## config.mk

```make
export PLATFORM = sky130hd
export DESIGN_NAME = qam_demapper_ctrl_flat
export DESIGN_NICKNAME = d
export VERILOG_FILES = /design/src/rtl/qam_demapper_ctrl_if.sv /design/src/rtl/qam_demapper_ctrl.sv /design/src/flat_wrapper.sv
export SDC_FILE = /design/constraint.sdc
export NUM_CORES = 1
export LEC_CHECK = 0
export ABC_AREA = 1
export CORE_UTILIZATION = 40
export CTS_BUF_LIST = sky130_fd_sc_hd__clkbuf_16
export DETAILED_ROUTE_END_ITERATION = 7
export PLACE_DENSITY = 0.54
export RECOVER_POWER = 100
export REMOVE_ABC_BUFFERS = 1
export SYNTH_ARGS = -nofsm -noshare
export SYNTH_HDL_FRONTEND = slang
export SYNTH_SLANG_ARGS = --single-unit
```

## constraint.sdc

```tcl
create_clock -name symbol_clock -period 4.2 [get_ports symbol_clock]
set_input_delay 0.84 -clock symbol_clock [delete_from_list [all_inputs] [get_ports symbol_clock]]
set_output_delay 0.84 -clock symbol_clock [all_outputs]
set_load 0.01 [all_outputs]
```

## src/rtl/qam_demapper_ctrl_if.sv

```systemverilog
// qam_demapper_ctrl_if
// Bundles the frame-control, datapath and byte-read signals of the QAM
// demapper controller.
//   master : controller side (drives dp_load, data_out and status flags)
//   slave  : datapath/consumer side (drives enable, sym_valid, dp_data, read)
// Signals:
//   enable     frame enable level
//   sym_valid  I/Q symbol present at the datapath inputs
//   dp_load    load strobe to the datapath input registers
//   dp_data    demapped nibble returned by the datapath
//   read       consumer pop request
//   data_out   registered FIFO head byte, first symbol in [7:4]
//   available  FIFO non-empty
//   complete   frame fully delivered
//   overflow   sticky byte-dropped flag
//   busy       frame in progress (RUN or DRAIN)
interface qam_demapper_ctrl_if;
    logic       enable;
    logic       sym_valid;
    logic       dp_load;
    logic [3:0] dp_data;
    logic       read;
    logic [7:0] data_out;
    logic       available;
    logic       complete;
    logic       overflow;
    logic       busy;

    modport master (
        input  enable, sym_valid, dp_data, read,
        output dp_load, data_out, available, complete, overflow, busy
    );

    modport slave (
        output enable, sym_valid, dp_data, read,
        input  dp_load, data_out, available, complete, overflow, busy
    );
endinterface

```

## src/rtl/qam_demapper_ctrl.sv

```systemverilog
// qam_demapper_ctrl
// Frame sequencer and output buffer for the QAM demapper datapath. Strobes
// the datapath once per accepted symbol, counts symbols per frame, packs the
// returned nibbles two per byte into a small FIFO and serves the bytes
// through a read handshake.
// Ports:
//   symbol_clock  single clock, rising edge
//   rst           asynchronous active-low reset
//   bus           qam_demapper_ctrl_if master modport (see interface file)
module qam_demapper_ctrl #(
    parameter int FRAME_SYMBOLS = 100,
    parameter int FIFO_DEPTH    = 8,
    parameter int DP_LATENCY    = 1
) (
    input  logic                symbol_clock,
    input  logic                rst,
    qam_demapper_ctrl_if.master bus
);
    localparam int CW = $clog2(FRAME_SYMBOLS + 1);
    localparam int AW = $clog2(FIFO_DEPTH);
    localparam logic [CW-1:0] FRAME_LAST = CW'(FRAME_SYMBOLS);
    localparam logic [AW:0]   FIFO_FULL  = (AW + 1)'(FIFO_DEPTH);

    typedef enum logic [1:0] {IDLE, RUN, DRAIN, DONE} state_t;

    state_t              state_q, state_d;
    logic [CW-1:0]       sym_cnt_q, sym_cnt_d;
    logic [DP_LATENCY-1:0] vpipe_q, vpipe_d;
    logic [3:0]          hi_q, hi_d;
    logic                half_full_q, half_full_d;
    logic [AW:0]         wr_ptr_q, wr_ptr_d;
    logic [AW:0]         rd_ptr_q, rd_ptr_d;
    logic [7:0]          data_out_q, data_out_d;
    logic                available_q, available_d;
    logic                complete_q, complete_d;
    logic                overflow_q, overflow_d;
    logic                busy_q, busy_d;

    logic [7:0]          fifo_mem [FIFO_DEPTH];
    logic [AW:0]         count;
    logic                full;
    logic                dp_load;
    logic                pipe_out;
    logic                pop;
    logic                push_req;
    logic                push_en;
    logic [7:0]          push_byte;

    // Pointers carry one extra wrap bit so full and empty are distinguishable.
    assign count    = wr_ptr_q - rd_ptr_q;
    assign full     = (count == FIFO_FULL);
    assign dp_load  = bus.sym_valid && (state_q == RUN) && (sym_cnt_q < FRAME_LAST);
    assign pipe_out = vpipe_q[DP_LATENCY-1];
    // available_q always mirrors count != 0, so it is safe to gate pops with it.
    assign pop      = bus.read && available_q;

    always_comb begin
        state_d     = state_q;
        sym_cnt_d   = sym_cnt_q;
        hi_d        = hi_q;
        half_full_d = half_full_q;
        wr_ptr_d    = wr_ptr_q;
        rd_ptr_d    = rd_ptr_q;
        data_out_d  = data_out_q;
        overflow_d  = overflow_q;
        complete_d  = 1'b0;
        push_req    = 1'b0;
        push_byte   = 8'h00;

        // Valid pipe tracks which cycles carry a real nibble on dp_data.
        vpipe_d[0] = dp_load;
        for (int i = 1; i < DP_LATENCY; i++) begin
            vpipe_d[i] = vpipe_q[i-1];
        end

        if (dp_load) begin
            sym_cnt_d = sym_cnt_q + CW'(1);
        end

        // Nibble packer: first nibble waits in hi_q, second completes the byte.
        if (pipe_out) begin
            if (!half_full_q) begin
                hi_d        = bus.dp_data;
                half_full_d = 1'b1;
            end else begin
                push_req    = 1'b1;
                push_byte   = {hi_q, bus.dp_data};
                half_full_d = 1'b0;
            end
        end

        // Odd-length frame: flush the lone high nibble with a zero pad once
        // the pipe has emptied.
        if (state_q == DRAIN && vpipe_q == '0 && half_full_q) begin
            push_req    = 1'b1;
            push_byte   = {hi_q, 4'h0};
            half_full_d = 1'b0;
        end

        if (pop) begin
            data_out_d = fifo_mem[rd_ptr_q[AW-1:0]];
            rd_ptr_d   = rd_ptr_q + (AW + 1)'(1);
        end

        // A simultaneous pop frees the slot, so a push into a full FIFO is
        // only dropped when nothing leaves on the same edge.
        push_en = push_req && (!full || pop);
        if (push_req && full && !pop) begin
            overflow_d = 1'b1;
        end
        if (push_en) begin
            wr_ptr_d = wr_ptr_q + (AW + 1)'(1);
        end

        case (state_q)
            IDLE: begin
                if (bus.enable) begin
                    state_d     = RUN;
                    sym_cnt_d   = '0;
                    hi_d        = 4'h0;
                    half_full_d = 1'b0;
                    overflow_d  = 1'b0;
                    wr_ptr_d    = '0;
                    rd_ptr_d    = '0;
                end
            end
            RUN: begin
                if (sym_cnt_q == FRAME_LAST || !bus.enable) begin
                    state_d = DRAIN;
                end
            end
            DRAIN: begin
                if (vpipe_q == '0) begin
                    state_d = DONE;
                end
            end
            DONE: begin
                if (!bus.enable) begin
                    state_d = IDLE;
                end else begin
                    complete_d = (count == '0);
                end
            end
            default: state_d = IDLE;
        endcase

        available_d = ((wr_ptr_d - rd_ptr_d) != '0);
        busy_d      = (state_d == RUN) || (state_d == DRAIN);
    end

    always_ff @(posedge symbol_clock or negedge rst) begin
        if (!rst) begin
            state_q     <= IDLE;
            sym_cnt_q   <= '0;
            vpipe_q     <= '0;
            hi_q        <= 4'h0;
            half_full_q <= 1'b0;
            wr_ptr_q    <= '0;
            rd_ptr_q    <= '0;
            data_out_q  <= 8'h00;
            available_q <= 1'b0;
            complete_q  <= 1'b0;
            overflow_q  <= 1'b0;
            busy_q      <= 1'b0;
        end else begin
            state_q     <= state_d;
            sym_cnt_q   <= sym_cnt_d;
            vpipe_q     <= vpipe_d;
            hi_q        <= hi_d;
            half_full_q <= half_full_d;
            wr_ptr_q    <= wr_ptr_d;
            rd_ptr_q    <= rd_ptr_d;
            data_out_q  <= data_out_d;
            available_q <= available_d;
            complete_q  <= complete_d;
            overflow_q  <= overflow_d;
            busy_q      <= busy_d;
        end
    end

    // Storage needs no reset; only the pointers define what is valid.
    always_ff @(posedge symbol_clock) begin
        if (push_en) begin
            fifo_mem[wr_ptr_q[AW-1:0]] <= push_byte;
        end
    end

    assign bus.dp_load   = dp_load;
    assign bus.data_out  = data_out_q;
    assign bus.available = available_q;
    assign bus.complete  = complete_q;
    assign bus.overflow  = overflow_q;
    assign bus.busy      = busy_q;
endmodule

```

## src/flat_wrapper.sv

```systemverilog
// flat-port wrapper written by rule: the top's interface ports become plain ports
module qam_demapper_ctrl_flat 
#(
    parameter int FRAME_SYMBOLS = 100,
    parameter int FIFO_DEPTH    = 8,
    parameter int DP_LATENCY    = 1
)
  (symbol_clock, rst, bus_enable, bus_sym_valid, bus_dp_data, bus_read, bus_dp_load, bus_data_out, bus_available, bus_complete, bus_overflow, bus_busy);
  qam_demapper_ctrl_if bus_i ();
  input  logic symbol_clock;
  input  logic rst;
  input wire logic [$bits(bus_i.enable)-1:0] bus_enable;
  input wire logic [$bits(bus_i.sym_valid)-1:0] bus_sym_valid;
  input wire logic [$bits(bus_i.dp_data)-1:0] bus_dp_data;
  input wire logic [$bits(bus_i.read)-1:0] bus_read;
  output wire logic [$bits(bus_i.dp_load)-1:0] bus_dp_load;
  output wire logic [$bits(bus_i.data_out)-1:0] bus_data_out;
  output wire logic [$bits(bus_i.available)-1:0] bus_available;
  output wire logic [$bits(bus_i.complete)-1:0] bus_complete;
  output wire logic [$bits(bus_i.overflow)-1:0] bus_overflow;
  output wire logic [$bits(bus_i.busy)-1:0] bus_busy;
  assign bus_i.enable = bus_enable;
  assign bus_i.sym_valid = bus_sym_valid;
  assign bus_i.dp_data = bus_dp_data;
  assign bus_i.read = bus_read;
  assign bus_dp_load = bus_i.dp_load;
  assign bus_data_out = bus_i.data_out;
  assign bus_available = bus_i.available;
  assign bus_complete = bus_i.complete;
  assign bus_overflow = bus_i.overflow;
  assign bus_busy = bus_i.busy;
  qam_demapper_ctrl #(.FRAME_SYMBOLS(FRAME_SYMBOLS), .FIFO_DEPTH(FIFO_DEPTH), .DP_LATENCY(DP_LATENCY)) u_core (.symbol_clock(symbol_clock), .rst(rst), .bus(bus_i));
endmodule
```

# [After elaboration in Yosys (flattened, before gate mapping)]
# Memory sizes are Yosys's and may differ from the RTL's. A register that Yosys moved wholly into a read port is not among the register bits.
# Cells that the tools add are included.
[op_classes] add_sub_neg=5 magnitude_cmp=1 n_eq_ne=7 n_mux=36 bitwise_logic=1 n_reduce_logical=18
[op_table] operator="2-to-1 mux 4 bit" count=10
[op_table] operator="2-to-1 mux 8 bit" count=3
[op_table] operator="2-to-1 mux 7 bit" count=3
[op_table] operator="2-to-1 mux 1 bit" count=15
[op_table] operator="adder 4 x 1 -> 4 bit (second input constant)" count=2
[op_table] operator="logical AND 1 bit" count=8
[op_table] operator="2-to-1 mux 2 bit" count=4
[op_table] operator="one-hot mux 2 bit (4 select lines)" count=1
[op_table] operator="subtractor 4 bit" count=2
[op_table] operator="adder 7 x 1 -> 7 bit (second input constant)" count=1
[op_table] operator="equality test 7 bit (second input constant)" count=1
[op_table] operator="less-than comparator 7 bit (second input constant)" count=1
[op_table] operator="equality test 2 bit (second input constant)" count=3
[op_table] operator="equality test 2 x 1 -> 1 bit (second input constant)" count=2
[op_table] operator="equality test 4 bit (second input constant)" count=1
[op_table] operator="zero test 1 bit" count=4
[op_table] operator="zero test 4 bit" count=1
[op_table] operator="nonzero test 4 bit" count=1
[op_table] operator="logical OR 1 bit" count=3
[op_table] operator="zero test 2 bit" count=1
[op_table] operator="NOT 1 bit" count=1
[totals] regBits=27 ram_bits=64 in_bits=9 output_inout_bits=13 n_memories=1
[mem_list] memory="u_core.fifo_mem" words=8 word_bits=8 read_ports=1 rd_ports_with_merged_regs=1 wr=1 line_no="qam_demapper_ctrl.sv:39" text="logic [7:0] fifo_mem [FIFO_DEPTH];"

# [Depth between registers and ports, before layout]
# Gate-level depths: netlist (run 1).
[logic_depth] depth_word=10 ltp_mapped=25 ltp_nobuf=24

# [Least setup slack after synthesis (run 1)]
# OpenSTA, ideal clock, no wires.
[synth_path] path_type="reg-to-reg" start="register u_core.rd_ptr_q[2]" end="register u_core.available_q (netlist: u_core.bus.available)" setup_ps=117 arrival_time_ps=2739 required_ps=4083 slack_ps=1344 path_stages_with_launch=23 n_path_buf=1 synth_period_minus_slack_ps=2856 path_cell_list="dfrtp_1 > clkinv_1 > clkbuf_1 > ha_1 > or2_1 > nand2_1 > nand2_1 > nand2_1 > nand2_2 > nand2_4 > inv_2 > nand3_1 > nand2_1 > a21oi_2 > ha_1 > a21oi_1 > nand2_1 > inv_1 > nand2_1 > nand2_1 > nand4_1 > nand2_1 > nand2_1"
[synth_via] elab_chain_cells=10 word_cells_on_any_way=14
[synth_rtl] item="from (decl)" line_no="qam_demapper_ctrl.sv:32" text="logic [AW:0] rd_ptr_q, rd_ptr_d;"
[synth_rtl] item="from (signal assigned)" line_no="qam_demapper_ctrl.sv:172" text="rd_ptr_q <= rd_ptr_d;"
[synth_rtl] item="subtractor 4 bit (*)" line_no="qam_demapper_ctrl.sv:50" text="assign count = wr_ptr_q - rd_ptr_q;"
[synth_rtl] item="equality test 4 bit (*)" line_no="qam_demapper_ctrl.sv:51" text="assign full = (count == FIFO_FULL);"
[synth_rtl] item="zero test 1 bit (*)" line_no="qam_demapper_ctrl.sv:107" text="push_en = push_req && (!full || pop);"
[synth_rtl] item="logical OR 1 bit (*)" line_no="qam_demapper_ctrl.sv:107"
[synth_rtl] item="logical AND 1 bit (*)" line_no="qam_demapper_ctrl.sv:107"
[synth_rtl] item="2-to-1 mux 4 bit (*)" line_no="qam_demapper_ctrl.sv:111" text="if (push_en) begin"
[synth_rtl] item="2-to-1 mux 4 bit" line_no="qam_demapper_ctrl.sv:117" text="if (bus.enable) begin"
[synth_rtl] item="2-to-1 mux 4 bit (*)" line_no="qam_demapper_ctrl.sv:115" text="case (state_q)"
[synth_rtl] item="net u_core.wr_ptr_d[2]" line_no="qam_demapper_ctrl.sv:31" text="logic [AW:0] wr_ptr_q, wr_ptr_d;"
[synth_rtl] item="subtractor 4 bit (*)" line_no="qam_demapper_ctrl.sv:147" text="available_d = ((wr_ptr_d - rd_ptr_d) != '0);"
[synth_rtl] item="nonzero test 4 bit (*)" line_no="qam_demapper_ctrl.sv:147"
[synth_rtl] item="net u_core.available_d" line_no="qam_demapper_ctrl.sv:34" text="logic available_q, available_d;"
[synth_rtl] item="to (signal assigned)" line_no="qam_demapper_ctrl.sv:174" text="available_q <= available_d;"
[synth_rtl] item="to (decl)" line_no="qam_demapper_ctrl.sv:34"
# Mark *: on every way through the listed nets, which the timed path passes. The rest lies on a longest branch.

# [Worst setup path in the final report (run 1)]
[layout_path] start="input bus_sym_valid" end="output bus_dp_load"
[layout_via] elab_chain_cells=2
[layout_rtl] item="from (decl)" line_no="flat_wrapper.sv:13" text="input wire logic [$bits(bus_i.sym_valid)-1:0] bus_sym_valid;"
[layout_rtl] item="logical AND 1 bit (2 in a row)" line_no="qam_demapper_ctrl.sv:52" text="assign dp_load = bus.sym_valid && (state_q == RUN) && (sym_cnt_q < FRAME_LAST);"
[layout_rtl] item="to (decl)" line_no="flat_wrapper.sv:16" text="output wire logic [$bits(bus_i.dp_load)-1:0] bus_dp_load;"
# Every way passes these cells.

==> run summary, run 1 <==
The final cell area excluding filler cells is a little over 5000 um2. The cts-stage hold buffer count is 0. The number of placed I/O pins is 22. The sequential cell area fraction in the yosys report is between 60% and 70%. The worst slew margin relative to its limit is -33.3%.

The class of the tightest hold or removal check is flop to flop. The static leakage is between 2 and 2.5 nW. The number of stages on the worst hold path came out at 2. The number of instances in the placed design is 573. The mean instance size in the synthesized netlist came out at 10.6 um2. The post-placement setup slack is approximately 0.93 ns. TritonCTS built the clock tree. The first global-routing pass estimated 15.9 mm of wire. CTS placed an instance of clkbuf_16 at the clock tree root. The number of cells on the critical path is 5. The number of violations of the max-capacitance limit is 1.

The worst supply voltage drop on vdd came out at approximately 0.36 mV. Summed over all failing endpoints, the final setup total negative slack is 0 ns. The first-pass iteration count of the detailed router is 4. The clock sink count came out at a little under 100. The starting density of the core came out at 41.9%.

Detailed routing inserted a total of between 3000 and 4000 vias. The number of max-slew violations in the final report is 36. The source-to-sink clock delay at the later pin of the worst-skew pair came out at 0.34 ns. After detailed routing, no signal wire sits above met4. The number of global-route vias before repair came out at 3009. The library cells used most frequently in the layout, excluding fill and tap cells, are nor2_1 (64), edfxtp_1 (64), nand2_1 (63), inv_1 (41), o21ai_0 (39). The routed length on met3 is approximately 230 um. The share of the clock period used by the worst path after layout is 77.8%. STA puts the critical path data arrival time at ~2.4 ns. The maximum buffer depth of the clock tree is 2.

The checks that failed: capacitance limit, slew limit. The remaining antenna violation count after routing came out at 0. The post-synthesis async set-or-reset flop share came out at 35.4%. The number of levels in the clock H-tree is 3.

The global router's overall resource usage came out at a little under a fifth. The half-perimeter wire length after placement came out at around 6.5 mm. The cell area power density came out at roughly 680 nW/um2.

The final instance count without filler cells came out at 589. The worst-case setup margin in the final layout came out at 0.931 ns. The count of endpoints failing setup in the final report came out at 0. The number of buffers inserted during clock tree synthesis came out at 9. Detailed routing placed a total of slightly below 5 mm of wire on met2. The number of synthesis warnings came out at 0. For this run, the leading register cell type out of synthesis is edfxtp_1.

Among all stages on the critical path, the largest delay is contributed by dlygate4sd3_1. The x dimension of the die is roughly 110 um. Data on the critical path is required at its endpoint by roughly 3.4 ns.

Entering global routing, the biggest net connects 36 pins. The netlist area before placement came out at ~4400 um2. Counting flops and latches in the post-synthesis netlist gives between 90 and 100. The run finished, with violations left. Along the worst path, the maximum fanout reaches 5. The routed via count divided by cell count came out at roughly 5.2. In this design, the largest share of critical-path delay is due to buffers and inverters.

After the last flow step, the layout net total stands at around 470. The overall die height is between 100 and 150 um. Dividing the detail-routed wire length by the instance count gives approximately 17 um. The area of the die came out at ~11000 um2. The post-placement cell area came out at 4830 um2. The kind of launch point of the worst setup path is a primary input.

Yosys mapped a number of flops with a built-in enable equal to 64. The number of antenna violations at the first check in global routing came out at 0. The total of buffers placed on input and output ports came out at 21. The sum of overflow across all layers after global routing is 0. Measured in cells, the most critical reg-to-reg path has a length of 20.

The final weighted congestion in routability-driven placement is between 0.7 and 0.8. The core footprint came out at 10500 um2. The kind of capture point of the worst setup path is a primary output. The met1 wire length came out at roughly 4.7 mm. The hold violation total from the final report came out at 0. The post-route worst hold slack came out at about 0.48 ns. The count of mapped cells out of synthesis is between 400 and 500. The buffers inserted during post-CTS setup optimization came out at 0. Post-CTS repair changed the size of 0 cells. The signal on the critical path passes through clkdlybuf4s50_1 -> and3_1 -> nand2_2 -> clkinvlp_2 -> dlygate4sd3_1.

The total number of placement rows is 37. The total detailed-routing wirelength came out at slightly below 10 mm. The synthesized netlist contains 37 unique library cells.

The number of buffer and inverter instances along the worst setup path came out at 3. For this block, the initial DRC count from the detailed router was between 150 and 200. Subtracting the final worst setup slack from the clock period gives approximately 3.3 ns. The layout overhead on the synthesized area is 15.1%. The top achievable clock speed is around 310 MHz. The post-route netlist has approximately 7% of its cells at a drive strength greater than 1. The largest single stage delay on the critical path is 0.67 ns. The repair_antennas step left the layout with diodes totalling 0. The post-detailed-route DRC marker count is 0.

The clock transition at the register clock pins on the worst setup and hold paths after CTS is roughly 0.07 ns. At the pin with the least slew margin, the transition time is around 2 ns. The critical path is of the primary input to primary output type. The post-route clock skew came out at approximately 0.0098 ns. Setup repair after global routing left no endpoint under its margin.
## state kept, by name, indices dropped and copies added (netlist names), 2 cells and up
name	count
u_core.wr_ptr_q	4
u_core.state_q	2
u_core.fifo_mem	64
u_core.sym_cnt_q	7
u_core.hi_q	4
u_core.rd_ptr_q	4
u_core.bus.data_out	8
## final cells by class
cell class	instances	area [um2]
inverters	44	166
repair buffers	35	275
well taps	136	170
flip-flops and latches	99	2800
clock inverters	7	87.6
clock buffers	9	225
multi-input cells	259	1350
fillers	970	5440
## per-layer routing
metal	GRT usage (%)	up-vias
li1	-	1504
met1	24.9	1481
met2	31.4	47
met3	3.47	7
met4	4.11	0
met5	0	-
## cells by family (layout without fill, tap and decap cells)
| kind of cell | after synthesis | after routing | synth area share [%] |
|---|---|---|---|
| AOI/OAI and AO/OA | 82 | 82 | 11.1 |
| xor gates and xnor gates | 3 | 3 | 0.597 |
| adders and majority gates | 11 | 11 | 3.13 |
| buffers and inverters | 57 | 95 | 5.06 |
| DFF | 99 | 99 | 63.5 |
| and+or+nand+nor | 163 | 163 | 16.6 |
## final timing paths
kind | startpoint | endpoint | slack (ns)
worst max-delay path | bus_sym_valid | bus_dp_load | 0.93
worst min-delay path | u_core.bus.data_out[7] | u_core.bus.data_out[7] | 0.48
worst max register to register | u_core.rd_ptr_q[2] | u_core.bus.available | 1.00
worst min register to register | u_core.bus.data_out[7] | u_core.bus.data_out[7] | 0.48
max in group asynchronous | rst | u_core.sym_cnt_q[2] | 1.97
min in group asynchronous | rst | u_core.bus.data_out[1] | 1.06
## through the flow
step | utilization (%) | total power, mW
6_report | 48.2 | 3.46
5_1_grt | 48.2 | 3.71
4_1_cts | 48.9 | 3.55
3_5_place_dp | 45.9 | 2.67
3_3_place_gp | 45.9 | 2.65
2_1_floorplan | - | 2.21
## Yosys cell counts (3+ instances only)
cell	number	area, um2
o22ai_1	8	50.1
o21ai_1	4	20.0
o211ai_1	8	60.1
inv_1	37	139
nor2_1	63	236
nand4_1	4	25.0
a21oi_1	12	60.1
buf_2	6	30.0
ha_1	11	138
dfrtp_1	35	876
clkbuf_1	7	26.3
inv_2	4	15.0
nand3_1	12	60.1
edfxtp_1	64	1920
o21ai_0	39	195
nor3_1	5	25.0
nand3_2	4	40.0
o221ai_1	8	70.1
nand2_2	3	18.8
nand2_1	60	225
## power breakdown
part | internal (mW) | total [mW] | switching [mW]
Sequential | 1.21 | 1.33 | 0.123
Combinational | 0.463 | 1.27 | 0.803
Clock | 0.518 | 0.863 | 0.345
## worst reg2reg max path: stages, from the launching register on
cell      delay (ns)
dfrtp_1         0.38
clkinv_1        0.04
buf_4           0.25
ha_1            0.30
or2_0           0.28
nand3_1         0.10
nand2_1         0.09
nand2_2         0.08
nand2_1         0.12
inv_1           0.15
nand2_1         0.15
a21oi_1         0.23
inv_2           0.05
ha_1            0.21
nand3b_1        0.15
nand2_1         0.09
nand4_1         0.09
nand2_1         0.12
nand4_1         0.09
nand2_1         0.10
nand2_1         0.04
(Power assumes the default switching activity.)
==> inputs of run 2 (changes only) <==
Settings changed: PLACE_DENSITY 0.54 to 0.56.
Clock period 4.2 ns to 2.7 ns, I/O delays scaled along.
==> run 2 against run 1 <==
The flow still finishes with violations (capacitance limit, slew limit). Worst hold slack better by 0.0039 ns. Sequential share of layout area down 3.3 points. Global-route usage down 0.14 points. Non-clock buffer count up 26. Register-to-register slack worse by 0.87 ns.
==> run summary, run 2 (same netlist as run 1, synthesis figures left out) <==
The source-to-sink clock delay at the later pin of the worst-skew pair came out at 0.34 ns (about the same). TritonCTS built the clock tree. The endpoint identified for the worst register-to-register timing path is u_core.bus.available. The final cell area excluding filler cells came to 5390 um2 (+6.4%). Counting stages on the worst path, the most repeated cell is nand2_1. The minimum period implied by the final worst setup slack is between 2 and 3 ns. The share of the clock period used by the worst path after layout came out at about 95%. The stage delay of the slowest cell on the critical path came out at 0.42 ns (-0.25 ns).

The clock sink count is 99 (unchanged). The number of max-slew violations in the final report is 36 (unchanged). On the critical path, the stage with the largest delay is an instance of dfrtp_1. STA classifies the critical path endpoint as a flop. The post-placement cell area is 4970 um2 (+3.0%). The first-pass iteration count of the detailed router came out at 4 (unchanged). The library cells used most frequently in the layout, excluding fill and tap cells, are edfxtp_1 (64), nor2_1 (62), nand2_1 (58), o21ai_0 (39), buf_4 (37).

The total via count in the routed design came to 3171 (+4.3%). The total number of placement rows is 37 (unchanged). The half-perimeter wire length after placement is 6.28 mm (-2.6%). The number of global-route vias before repair is 3015 (+0.20%). The count of endpoints failing setup in the final report was 0 (unchanged). The worst supply voltage drop on vdd came out at 0.478 mV (+33%). The min-delay analysis places its worst path in the category flop to flop. The post-detailed-route DRC marker count was 0 (unchanged). The largest fanout of any net on the critical path is 5 (unchanged). The register-to-register path setup slack came out at 0.13 ns (-0.87 ns). The cts-stage hold buffer count came to 0 (unchanged). The clock transition at the register clock pins on the worst setup and hold paths after CTS is 0.07 ns (about the same).

The total detailed-routing wirelength came out at 9.84 mm (+0.69%). The number of buffers inserted during clock tree synthesis is 9 (unchanged). The final weighted congestion in routability-driven placement is 0.761 (-4.9%). The routed via count divided by cell count is 5.16 (about the same). The share of layout cells above drive strength 1 was 17.7% (+11 points). The global-route wire length before repair came out at 15.7 mm (-1.4%). The average wire per cell in the routed design came to 16.0 um (-3.6%). The number of diodes came out at 0 (unchanged). The slew of the pin with the lowest slew margin is 2.10 ns (+0.0963 ns). The cell at the root of the clock tree is clkbuf_16. The overall die height is 107 um (unchanged). The critical path in this run is classified as flop to flop. The core occupancy in the finished layout came out at 51.3% (+3.1 points). The signal on the critical path passes through ha_4 -> or2_1 -> nand2_1 -> nand2_1 -> nand2_2 -> nand2_2 -> nand2_4 -> inv_4 -> nand3_2 -> nand2_1 -> a21oi_2 -> ha_4 -> a21oi_2 -> nand2_1 -> nand4_1 -> nand2_1 -> inv_1 -> nand2_1 -> nand2_1 -> nand2_1. The flip-flop count of the largest register after layout was 64 (unchanged). The x dimension of the die is 107 um (unchanged). The final instance count without filler cells is 615 (+4.4%). The endpoint of the worst setup timing path is u_core.bus.available.

The number of cells on the critical path came out at 20 (+15). The critical path data required time came out at 2.93 ns (-0.43 ns). The core footprint came out at 10500 um2 (unchanged). The total of buffers placed on input and output ports is 21 (unchanged). The sum of overflow across all layers after global routing came out at 0 (unchanged). The number of cells on the worst reg-to-reg path was 20 (unchanged). The run finished, with violations left. The number of antenna violations at the first check in global routing was 0 (unchanged). The post-route clock skew came out at 0.00857 ns (-0.00120 ns). The static leakage came out at 2.20 nW (+7.1%).

Tracing the worst setup path back leads to its startpoint at u_core.wr_ptr_q[2]. The number of DRC markers after the initial detailed-route iteration came out at 192 (+25%). The hold violation total from the final report came to 0 (unchanged). Among cell families on the critical path, the largest total delay comes from simple AND/OR/NAND/NOR gates. The total number of nets in the final design came out at 494 (+5.6%). The maximum buffer depth of the clock tree came out at 2 (unchanged). The worst slew margin relative to its limit is -39.7% (-6.4 points).

The global router's overall resource usage is 18.5% (-0.14 points). The most common cell after layout, fill and taps aside is edfxtp_1. The starting density of the core is 41.9% (unchanged). The data arrival time of the critical path is 2.80 ns (+0.37 ns). The number of violations of the max-capacitance limit was 1 (unchanged). The pin count of the biggest net entering global routing came to 36 (unchanged). The top achievable clock speed came out at 389 MHz. In this run the critical register-to-register path is launched from u_core.wr_ptr_q[2]. The area of the die is 11400 um2 (unchanged).

The cell area power density came out at 1090 nW/um2 (+60%). The number of placed I/O pins came to 22 (unchanged). The final reports fail on capacitance limit, slew limit. The number of buffer and inverter instances along the worst setup path is 2 (-1). The area growth from synthesis to layout is 22.5%. The number of instances in the placed design came out at 592 (+3.3%). The remaining antenna violation count after routing came out at 0 (unchanged). STA classifies the critical path startpoint as a flop. The number of levels in the clock H-tree is 3 (unchanged).
==> run 2: how the worst min path moves through the flow <==
| stage | cells past startpoint | start | endpoint | slack (ns) |
|---|---|---|---|---|
| after CTS | 1 | rst | u_core.wr_ptr_q[3] | 0.35 |
| after detailed placement | 2 | u_core.bus.data_out[3] | u_core.bus.data_out[3] | 0.47 |
| final | 2 | u_core.bus.data_out[3] | u_core.bus.data_out[3] | 0.48 |
| after floorplan | 0 | rst | u_core.bus.available | 0.24 |
| after global routing | 2 | u_core.bus.data_out[0] | u_core.bus.data_out[0] | 0.50 |
| after global placement | 2 | u_core.bus.data_out[7] | u_core.bus.data_out[7] | 0.46 |
==> run 2: power breakdown <==
part | internal [mW] | switching, mW | total (mW)
Sequential | 1.88 | 0.151 | 2.03
Clock | 0.743 | 0.597 | 1.34
Combinational | 1.06 | 1.46 | 2.52
==> run 2: cell type report <==
| type | instances | area [um2] |
|---|---|---|
| fillers | 930 | 5120 |
| flip-flops and latches | 99 | 2800 |
| multi-input cells | 259 | 1440 |
| repair buffers | 61 | 500 |
| clock buffers | 9 | 225 |
| well taps | 136 | 170 |
| inverters | 44 | 169 |
| clock inverters | 7 | 91.3 |
==> run 2: tightest hold or removal path: stages, from the launching register on <==
cell and delay (ns):
dfrtp_1 0.34, nand2_1 0.05, nand2_1 0.05
==> run 2: repair_timing <==
item	4_1_cts	5_1_grt
resized for setup	2	14
pin swaps	2	15
endpoints found under the setup margin	1	1
setup buffers	1	6
==> run 2: stage by stage <==
step	setup TNS [ns]	power, mW	hold slack (ns)	worst slack (ns)
CTS	0	5.73	0.351	0.0260
finish	0	5.88	0.480	0.128
global route	-0.0474	6.29	0.503	-0.0474
detailed placement	-0.0653	4.35	0.467	-0.0653
floorplan	-0.412	3.44	0.244	-0.171
global placement	-0.0185	4.31	0.464	-0.0185
==> run 2: per-layer routing <==
metal	track usage [%]	vias up	share of wire, %
met2	30.6	76	49
met5	0	-	0
met4	4.11	0	0.63
met1	25.3	1540	46
met3	3.47	5	4.2
li1	-	1550	-
==> inputs of run 3 (changes only) <==
==> constraint.sdc (replaced) <==
create_clock -name symbol_clock -period 2.7 [get_ports symbol_clock]
set_input_delay 0.54 -clock symbol_clock [delete_from_list [all_inputs] [get_ports symbol_clock]]
set_output_delay 0.54 -clock symbol_clock [all_outputs]
set_load 0.05 [all_outputs]
==> run 3 against run 2 <==
The flow still finishes with violations (capacitance limit, slew limit). Global-route usage barely moved. Critical path type unchanged. Sequential share of layout area fell by 0.52 points. Register-to-register slack barely moved. Fmax barely moved. Via count rose by 0.44%.
==> run summary, run 3 (same netlist as run 1, synthesis figures left out) <==
The flow ran to the end, but the final reports show violations. The checks that failed: capacitance limit, slew limit. The final weighted congestion in routability-driven placement is 0.748 (-1.7%). The number of diodes is 0 (unchanged). The post-route clock skew is 0.00777 ns (-0.000800 ns). The remaining antenna violation count after routing came to 0 (unchanged). The number of max-slew violations in the final report came out at 36 (unchanged).

The overall die height came to 107 um (unchanged). The area of the die came out at 11400 um2 (unchanged). The count of endpoints failing setup in the final report is 0 (unchanged).

The number of levels in the clock H-tree is 3 (unchanged). The number of buffers inserted during clock tree synthesis is 9 (unchanged). The routed via count divided by cell count is 5.17 (+0.28%). The top achievable clock speed is 389 MHz (about the same). The final instance count without filler cells was 616 (+0.16%). The number of instances in the placed design came out at 592 (unchanged). The number of antenna violations at the first check in global routing is 0 (unchanged).

The total via count in the routed design was 3185 (+0.44%). The layout overhead on the synthesized area is 23.7%. The minimum period implied by the final worst setup slack is 2.57 ns (+0.000591 ns). The register-to-register path setup slack came out at 0.13 ns (about the same).

The total power draw came out at 6.21 mW (+5.5%). The number of DRC markers after the initial detailed-route iteration is 225 (+17%). The static leakage came to 2.21 nW (+0.33%). The global router's overall resource usage is 18.5% (about the same).

The startpoint identified for the worst register-to-register timing path is u_core.wr_ptr_q[1]. The share of the clock period used by the worst path after layout is 95.3% (about the same). The worst setup path is captured at a flop.

The reg-to-reg endpoint is u_core.bus.available. The maximum buffer depth of the clock tree is 2 (unchanged). For hold timing, the worst endpoint is u_core.bus.data_out[7]. The stage delay of the slowest cell on the critical path came out at 0.43 ns (about the same).

The source-to-sink clock delay at the later pin of the worst-skew pair is 0.34 ns (about the same). The critical path data required time is 2.93 ns (about the same). The average wire per cell in the routed design came out at 16.0 um (-0.10%). The number of placed I/O pins is 22 (unchanged).

The setup path with the least slack is of type flop to flop. The clock transition at the register clock pins on the worst setup and hold paths after CTS came out at 0.07 ns (about the same). The cell area power density is 1140 nW/um2 (+4.5%).

The number of cells on the worst reg-to-reg path is 21 (+5.0%). The clock sink count came out at 99 (unchanged). The worst supply voltage drop on vdd is 0.541 mV (+13%). The pin count of the biggest net entering global routing is 36 (unchanged). The total number of placement rows is 37 (unchanged). The half-perimeter wire length after placement is 6.32 mm (+0.63%). The cell at the root of the clock tree is clkbuf_16.

The starting density of the core came out at 41.9% (unchanged). The post-route worst hold slack came out at 0.481 ns (+0.000830 ns). The slew of the pin with the lowest slew margin came out at 2.03 ns (-0.0677 ns). Leaving out fill and tap cells, the most frequent cells in the layout are edfxtp_1 (64), nor2_1 (62), nand2_1 (53), o21ai_0 (39), buf_4 (38). The number of global-route vias before repair came to 3121 (+3.5%).

The cell that appears most often on the critical path is nand2_1. The largest fanout of any net on the critical path was 5 (unchanged). The number of buffer and inverter instances along the worst setup path came to 3 (+1). The worst hold path begins at u_core.bus.data_out[7]. The cell with the largest stage delay on the worst path is dfrtp_1. The total of buffers placed on input and output ports was 21 (unchanged). Leaving out fill and tap cells, the most frequent cell in the layout is edfxtp_1. The total detailed-routing wirelength came out at 9.84 mm (about the same).

The worst slew margin relative to its limit came out at -35.2% (+4.5 points). The core footprint was 10500 um2 (unchanged). The worst hold path belongs to the class flop to flop.

The worst-case setup margin in the final layout is 0.127 ns (-0.000591 ns). The total number of nets in the final design is 495 (+0.20%). The first-pass iteration count of the detailed router came out at 4 (unchanged). The x dimension of the die came out at 107 um (unchanged). The kind of launch point of the worst setup path is a flop.

The share of layout cells above drive strength 1 is 20.0% (+2.3 points). The hold violation total from the final report is 0 (unchanged). The sum of overflow across all layers after global routing was 0 (unchanged). The global-route wire length before repair came out at 15.9 mm (+1.2%). The post-detailed-route DRC marker count is 0 (unchanged). The number of stages on the worst hold path came out at 2 (unchanged). The cell class contributing the biggest share of worst-path delay is simple AND/OR/NAND/NOR gates.

The data arrival time of the critical path is 2.80 ns (about the same). The post-placement setup slack is -0.131 ns (-0.0653 ns). The number of violations of the max-capacitance limit is 1 (unchanged). Walking the worst path, the cells encountered are ha_4 -> nand2_2 -> nand2_2 -> nand2_1 -> nand2_1 -> nand2_2 -> nand2_2 -> nand2_4 -> inv_4 -> buf_6 -> nand2_4 -> a21oi_4 -> inv_2 -> ha_2 -> nand3b_1 -> nand2_1 -> nand4_1 -> nand2_1 -> nand4_1 -> nand2_1 -> nand2_1. TritonCTS built the clock tree.

The layout filler cell count came out at 928 (-0.22%). The flip-flop count of the largest register after layout was 64 (unchanged).
run 3: repair_timing:
item | 4_1_cts | 5_1_grt
hold buffers | 0 | 0
resized for setup | 3 | 21
setup endpoints to repair | 1 | 1
pin swaps | 7 | 20
setup buffers | 2 | 6
run 3: metal layers:
layer  part of all wire (%)  track usage [%]  vias to the layer above
met5                      0                0                        -
met4                   0.92             6.36                        0
met3                    6.3             2.01                        6
met2                     47             30.3                       85
met1                     45             25.6                     1536
li1                       -                -                     1558
run 3: worst max-delay path by stage:
| stage | start | endpoint | slack (ns) | depth (start not counted) |
|---|---|---|---|---|
| floorplan | u_core.rd_ptr_q[1] | u_core.bus.available | -0.17 | 22 |
| CTS | u_core.wr_ptr_q[2] | u_core.bus.available | 0.0008 | 20 |
| finish | u_core.wr_ptr_q[1] | u_core.bus.available | 0.13 | 21 |
| global route | u_core.wr_ptr_q[1] | u_core.bus.available | -0.03 | 23 |
| detailed placement | bus_read | u_core.bus.available | -0.13 | 19 |
| global placement | bus_read | u_core.bus.available | -0.03 | 19 |
run 3: layout make-up:
| type | count | area [um2] | area share [%] |
|---|---|---|---|
| clock buffers | 9 | 225 | 4.13 |
| clock inverters | 7 | 93.8 | 1.72 |
| inverters | 44 | 169 | 3.10 |
| flip-flops and latches | 99 | 2800 | 51.4 |
| repair buffers | 62 | 518 | 9.51 |
| multi-input cells | 259 | 1470 | 27.1 |
| well taps | 136 | 170 | 3.12 |
run 3: report_power, final:
part / switching (mW) / internal, mW
sequential: 0.150 / 1.88
clock: 0.606 / 0.745
combinational: 1.73 / 1.10
total: 2.49 / 3.72
run 3: metrics by stage:
step | instance area (um2) | utilization (%) | TNS, ns
6_report | 5450 | 51.8 | 0
5_1_grt | 5450 | 51.8 | -0.0258
4_1_cts | 5320 | 50.6 | 0
3_5_place_dp | 4980 | 47.4 | -0.131
3_3_place_gp | 4980 | 47.4 | -0.0263
2_1_floorplan | 4350 | - | -0.412
run 3: worst register-to-register path, cell delays in order (launching register included):
cell	delay, ns
dfrtp_1	0.43
ha_4	0.29
nand2_2	0.07
nand2_2	0.07
nand2_1	0.05
nand2_1	0.06
nand2_2	0.07
nand2_2	0.11
nand2_4	0.08
inv_4	0.07
buf_6	0.10
nand2_4	0.05
a21oi_4	0.15
inv_2	0.04
ha_2	0.18
nand3b_1	0.14
nand2_1	0.10
nand4_1	0.10
nand2_1	0.11
nand4_1	0.08
nand2_1	0.07
nand2_1	0.05
